### src/rtl/imm_gen_stage_pkg.sv
// Shared definitions for the immediate generator: immediate classes, opcode
// patterns and the sign-extension helper used by the decoder.
package imm_gen_stage_pkg;

    typedef enum logic [2:0] {
        IMM_NONE  = 3'd0,
        IMM_B     = 3'd1,
        IMM_CB    = 3'd2,
        IMM_D     = 3'd3,
        IMM_SHAMT = 3'd4,
        IMM_I     = 3'd5,
        IMM_MOV   = 3'd6
    } imm_kind_e;

    // Opcode fields, each compared against its own slice of the instruction.
    localparam logic [5:0]  OP_B    = 6'b000101;       // [31:26]
    localparam logic [5:0]  OP_BL   = 6'b100101;       // [31:26]
    localparam logic [7:0]  OP_CBZ  = 8'b10110100;     // [31:24]
    localparam logic [7:0]  OP_CBNZ = 8'b10110101;     // [31:24]
    localparam logic [10:0] OP_LDUR = 11'b11111000010; // [31:21]
    localparam logic [10:0] OP_STUR = 11'b11111000000; // [31:21]
    localparam logic [10:0] OP_LSL  = 11'b11010011011; // [31:21]
    localparam logic [10:0] OP_LSR  = 11'b11010011010; // [31:21]
    localparam logic [9:0]  OP_ADDI = 10'b1001000100;  // [31:22]
    localparam logic [9:0]  OP_SUBI = 10'b1101000100;  // [31:22]
    localparam logic [8:0]  OP_MOVZ = 9'b110100101;    // [31:23]

    localparam int unsigned DEPTH = 2;

    // Sign-extend the low w bits of v to 64 bits.
    function automatic logic [63:0] sext_to64(input logic [63:0] v, input int w);
        logic signed [63:0] t;
        t = $signed(v << (64 - w));
        return $unsigned(t >>> (64 - w));
    endfunction

endpackage

### src/rtl/imm_decode.sv
// Combinational immediate decoder: classifies an instruction and produces the
// DATA_W-bit extended immediate for its class.
module imm_decode
    import imm_gen_stage_pkg::*;
#(
    parameter int DATA_W       = 64,
    parameter int BRANCH_SHIFT = 1
) (
    input  logic [31:0]       instr,
    output logic [DATA_W-1:0] imm,
    output imm_kind_e         kind
);

    logic [63:0] full;

    always_comb begin
        kind = IMM_NONE;
        full = sext_to64({32'b0, instr}, 32);
        if (instr[31:26] == OP_B || instr[31:26] == OP_BL) begin
            kind = IMM_B;
            full = sext_to64({38'b0, instr[25:0]}, 26);
            if (BRANCH_SHIFT != 0) full = {full[61:0], 2'b00};
        end else if (instr[31:24] == OP_CBZ || instr[31:24] == OP_CBNZ) begin
            kind = IMM_CB;
            full = sext_to64({45'b0, instr[23:5]}, 19);
            if (BRANCH_SHIFT != 0) full = {full[61:0], 2'b00};
        end else if (instr[31:21] == OP_LDUR || instr[31:21] == OP_STUR) begin
            kind = IMM_D;
            full = sext_to64({55'b0, instr[20:12]}, 9);
        end else if (instr[31:21] == OP_LSL || instr[31:21] == OP_LSR) begin
            kind = IMM_SHAMT;
            full = {58'b0, instr[15:10]};
        end else if (instr[31:22] == OP_ADDI || instr[31:22] == OP_SUBI) begin
            kind = IMM_I;
            full = {52'b0, instr[21:10]};
        end else if (instr[31:23] == OP_MOVZ) begin
            // Bits pushed above DATA_W-1 fall off in the truncation below.
            kind = IMM_MOV;
            full = {48'b0, instr[20:5]} << {instr[22:21], 4'b0000};
        end
    end

    assign imm = full[DATA_W-1:0];

endmodule

### src/rtl/imm_gen_stage.sv
// Immediate generator stage: decodes at push time and holds results in a
// 2-entry skid buffer with valid/ready handshakes and synchronous flush.
module imm_gen_stage
    import imm_gen_stage_pkg::*;
#(
    parameter int DATA_W       = 64,
    parameter int BRANCH_SHIFT = 1
) (
    input  logic              clk,
    input  logic              reset,
    input  logic              flush,
    input  logic              in_valid,
    output logic              in_ready,
    input  logic [31:0]       in_instr,
    output logic              out_valid,
    input  logic              out_ready,
    output logic [DATA_W-1:0] out_imm,
    output logic [2:0]        out_kind,
    output logic [31:0]       out_instr
);

    logic [DATA_W-1:0] dec_imm;
    imm_kind_e         dec_kind;

    imm_decode #(
        .DATA_W       (DATA_W),
        .BRANCH_SHIFT (BRANCH_SHIFT)
    ) u_decode (
        .instr (in_instr),
        .imm   (dec_imm),
        .kind  (dec_kind)
    );

    logic [31:0]       instr_q [DEPTH];
    logic [31:0]       instr_d [DEPTH];
    logic [DATA_W-1:0] imm_q   [DEPTH];
    logic [DATA_W-1:0] imm_d   [DEPTH];
    imm_kind_e         kind_q  [DEPTH];
    imm_kind_e         kind_d  [DEPTH];
    logic              wr_ptr_q, wr_ptr_d;
    logic              rd_ptr_q, rd_ptr_d;
    logic [1:0]        count_q, count_d;
    logic              push, pop;

    // Handshake flags come straight from the count register.
    assign in_ready  = (count_q != 2'd2);
    assign out_valid = (count_q != 2'd0);
    assign push      = in_valid && in_ready;
    assign pop       = out_valid && out_ready;

    always_comb begin
        instr_d  = instr_q;
        imm_d    = imm_q;
        kind_d   = kind_q;
        wr_ptr_d = wr_ptr_q;
        rd_ptr_d = rd_ptr_q;
        count_d  = count_q;
        if (flush) begin
            wr_ptr_d = 1'b0;
            rd_ptr_d = 1'b0;
            count_d  = 2'd0;
        end else begin
            if (push) begin
                instr_d[wr_ptr_q] = in_instr;
                imm_d[wr_ptr_q]   = dec_imm;
                kind_d[wr_ptr_q]  = dec_kind;
                wr_ptr_d          = ~wr_ptr_q;
            end
            if (pop) rd_ptr_d = ~rd_ptr_q;
            case ({push, pop})
                2'b10:   count_d = count_q + 2'd1;
                2'b01:   count_d = count_q - 2'd1;
                default: count_d = count_q;
            endcase
        end
    end

    always_ff @(posedge clk or posedge reset) begin
        if (reset) begin
            for (int i = 0; i < DEPTH; i++) begin
                instr_q[i] <= '0;
                imm_q[i]   <= '0;
                kind_q[i]  <= IMM_NONE;
            end
            wr_ptr_q <= 1'b0;
            rd_ptr_q <= 1'b0;
            count_q  <= 2'd0;
        end else begin
            instr_q  <= instr_d;
            imm_q    <= imm_d;
            kind_q   <= kind_d;
            wr_ptr_q <= wr_ptr_d;
            rd_ptr_q <= rd_ptr_d;
            count_q  <= count_d;
        end
    end

    assign out_imm   = imm_q[rd_ptr_q];
    assign out_kind  = kind_q[rd_ptr_q];
    assign out_instr = instr_q[rd_ptr_q];

endmodule

### config.mk
export PLATFORM = sky130hd
export DESIGN_NAME = imm_gen_stage
export DESIGN_NICKNAME = d
export VERILOG_FILES = /design/src/rtl/imm_gen_stage_pkg.sv /design/src/rtl/imm_decode.sv /design/src/rtl/imm_gen_stage.sv
export SDC_FILE = /design/constraint.sdc
export NUM_CORES = 1
export LEC_CHECK = 0
export CELL_PAD_IN_SITES_DETAIL_PLACEMENT = 1
export CELL_PAD_IN_SITES_GLOBAL_PLACEMENT = 2
export CORE_MARGIN = 8
export CORE_UTILIZATION = 41
export CTS_BUF_LIST = sky130_fd_sc_hd__clkbuf_2
export DETAILED_ROUTE_END_ITERATION = 12
export DONT_BUFFER_PORTS = 1
export PLACE_DENSITY_LB_ADDON = 0.08
export SETUP_SLACK_MARGIN = 0.4
export SLEW_MARGIN = 20
export SYNTH_ARGS = -nofsm -noshare
export SYNTH_HDL_FRONTEND = slang
export SYNTH_SLANG_ARGS = --single-unit
### constraint.sdc
create_clock -name clk -period 8 [get_ports clk]
set_input_delay 1.6 -clock clk [delete_from_list [all_inputs] [get_ports clk]]
set_output_delay 1.6 -clock clk [all_outputs]
set_load 0.005 [all_outputs]
==> impl_metrics.json <==
{
  "crit_buf_inv": 1,
  "layout.nets": 1144,
  "setup_tns_ps": 0,
  "fmax_ghz": 0.2186,
  "vdd_drop_max_mv": 0.1043,
  "yosys_warnings": 0,
  "wl_per_cell_um": 24.11,
  "synthArstFlopShare": 1.000,
  "min_path_cells": 2,
  "dp_hpwl_um": 22200,
  "grt_setup_unrepaired": "no",
  "clock-root-buffer": "clkbuf_2",
  "worst_pin_slew_ps": 1093,
  "synth_area_mm2": 0.01047,
  "finalSetupViolCount": 0,
  "grt_remaining_overflow": 0,
  "drc": 0,
  "yosysTopAreaCellShare": 0.4830,
  "start_util": 0.4168,
  "multi_input_area_mm2": 0.005025,
  "hold_viol_final": 0,
  "critPathTopFamily": "flip-flops",
  "synth_nets": 1176,
  "grt_pass1_wl_um": 56040,
  "critical_path_class": "reg -> out",
  "r2r_setup_slack_ps": 5310,
  "cts_tree": "yes",
  "grt_pass1_vias": 9076,
  "wl_um": 35660,
  "cts_buffers": 55,
  "postCtsSetupRepairBufs": 0,
  "crit_chain": "buf_4, mux2_2",
  "min_path_type": "reg -> reg",
  "r2r_start": "count_q[0]",
  "io_pins": 138,
  "syn_avg_cell_area_um2": 9.188,
  "synth_edf_count": 0,
  "syn_inst": 1139,
  "viasPerCell": 5.748,
  "total_power_mw": 2.737,
  "ys_ff_latch": 202,
  "area_growth_pct": 6.049,
  "cp_max_fo": 54,
  "placed_cell_area_mm2": 0.01059,
  "dieArea_mm2": 0.03089,
  "crit_required_ps": 6400,
  "min-delay-start": "instr_q[30]",
  "coreArea_mm2": 0.02511,
  "maxCapViolCount": 0,
  "worstSetupEndpointType": "output pin",
  "dieHeight_um": 175.8,
  "synthFlopType": "dfrtp_1",
  "ys_top_cells_by_area": "dfrtp_1 48%, mux2_2 14%, nand2_1 9.2%",
  "drtIter0Drc": 559,
  "holdBufCountCts": 0,
  "clkLatencyLatePin_ps": 840,
  "gp_congestion": 0.8354,
  "slowest_delay_ps": 960,
  "die_width_um": 175.8,
  "rows": 58,
  "worst_path_max_delay_cell": "dfrtp_4",
  "hold_end": "instr_q[30]",
  "power.leakage_nw": 4.955,
  "antenna_found_initial": 1,
  "first_pass_iters": 5,
  "r2r_end": "imm_q[0]",
  "final.min_clock_period_ps": 4576,
  "fillCellCount": 2953,
  "path_clk_slew_ps": 100,
  "clock_skew_ps": 43.36,
  "io_buffers": 0,
  "yosysTopAreaCell": "dfrtp_1",
  "r2r_cells": 6,
  "grt_max_degree": 143,
  "postCtsResizedCells": 0,
  "timing.final.crit_share": 0.5719,
  "slew_violations": 0,
  "vias": 8501,
  "yosysUniqueCellTypes": 59,
  "fin_area_mm2": 0.01110,
  "drtAntennaViolNets": 0,
  "power_density_mw_per_mm2": 246.7,
  "drive_above_1_share": 0.2125,
  "seq_area_frac_synth": 0.4830,
  "htree_levels": 2,
  "cp-start-kind": "flip-flop",
  "relSlewSlack": 0.2693,
  "clock_path_buffers": 3,
  "crit_start": "rd_ptr_q",
  "grtUsageTotal": 0.2322,
  "layout.area.seq_mm2": 0.005059,
  "critical_path_arrival_ps": 2980,
  "status": "finished clean",
  "cts.sinks": 202
}
synthesized netlist by cell type, types with 6 or more instances:
cell / number
a22o_1: 14
a221o_1: 8
o21ai_0: 46
mux2_2: 126
dfrtp_1: 202
buf_2: 14
o21ai_1: 22
a211oi_1: 6
nor2_1: 94
nand2b_1: 9
a21oi_1: 112
clkbuf_1: 81
nand2_1: 257
or3_1: 18
and3_1: 16
nor3_1: 11
a22oi_1: 13
a31oi_1: 8
cell type report:
type,instances,area share
Multi-Input combinational cell,834,0.4528
Timing Repair Buffer,12,0.009921
Antenna cell,1,0.0002255
Clock inverter,17,0.006201
Clock buffer,81,0.03653
Inverter,2,0.001353
Sequential cell,202,0.4558
Tap cell,330,0.03720
stage by stage:
| stage | worst slack [ps] | std cells | utilization | hold WS, ps |
|---|---|---|---|---|
| after floorplan | 889.3 | 1139 | - | 440.1 |
| after global placement | 3419 | 1379 | 0.4219 | 451.7 |
| after detailed placement | 3292 | 1379 | 0.4219 | 457.1 |
| after CTS | 3312 | 1477 | 0.4408 | 475.7 |
| after global routing | 3185 | 1479 | 0.4420 | 505.0 |
| final | 3424 | 1479 | 0.4420 | 473.6 |
worst max-delay path by stage:
| stage | endpoint | slack [ps] | cells past startpoint |
|---|---|---|---|
| 2_1_floorplan | count_q[0] | 890 | 1 |
| 3_3_place_gp | imm_q[55] | 3420 | 6 |
| 3_5_place_dp | imm_q[57] | 3290 | 6 |
| 4_1_cts | out_imm[7] | 3310 | 2 |
| 5_1_grt | out_imm[7] | 3190 | 2 |
| 6_report | out_imm[7] | 3420 | 2 |
metal layers:
layer	up-vias	share of wire	global-route usage
met3	67	0.070	0.06055
met1	4276	0.45	0.3083
li1	3904	-	-
met4	0	0.026	0.07312
met2	254	0.45	0.3644
met5	-	0	0
sequential cells by signal, indices dropped and copies added, names as in the netlist:
signal / cells
count_q: 2
imm_q: 128
instr_q: 64
kind_q: 6
rd_ptr_q: 1
wr_ptr_q: 1
power breakdown:
part,switching (mW),internal [mW],total (mW)
combinational,0.319,0.276,0.595
clock,0.443,0.271,0.714
sequential,0.144,1.28,1.43
total,0.906,1.83,2.74
cells by family (layout without fill, tap and decap cells):
| family | Yosys count | count (layout) | share of synthesized area |
|---|---|---|---|
| muxes | 128 | 128 | 0.1375 |
| buffers and inverters | 103 | 112 | 0.03934 |
| DFF | 202 | 202 | 0.4830 |
| other | 0 | 1 | 0 |
| AOI/OAI and AO/OA | 265 | 265 | 0.1528 |
| xor gates and xnor gates | 2 | 2 | 0.001674 |
| and+or+nand+nor | 439 | 439 | 0.1857 |
tightest hold or removal path, cell delays in order, from the launching register on:
cell	delay (ps)
dfrtp_1	350
nand2_1	50
nand2_1	50
cell usage in the layout (no fill, tap or decap), drive strengths merged, types with 3 or more instances in the layout:
cell / instances
nor3: 12
a22oi: 13
buf: 12
nor2b: 5
and3: 16
nor3b: 3
o21ai: 71
a21oi: 112
a22o: 14
nand2: 257
nand2b: 9
o21a: 3
or3: 18
o221ai: 4
a211oi: 6
o211ai: 3
mux2: 126
nor2: 94
clkinv: 16
clkbuf: 81
or3b: 3
a31oi: 8
dfrtp: 202
nand3b: 3
a221o: 8
nand3: 5
o22ai: 5
or4b: 3
inv: 3
o22a: 4
No activity file was read; power rests on OpenSTA's default activity.
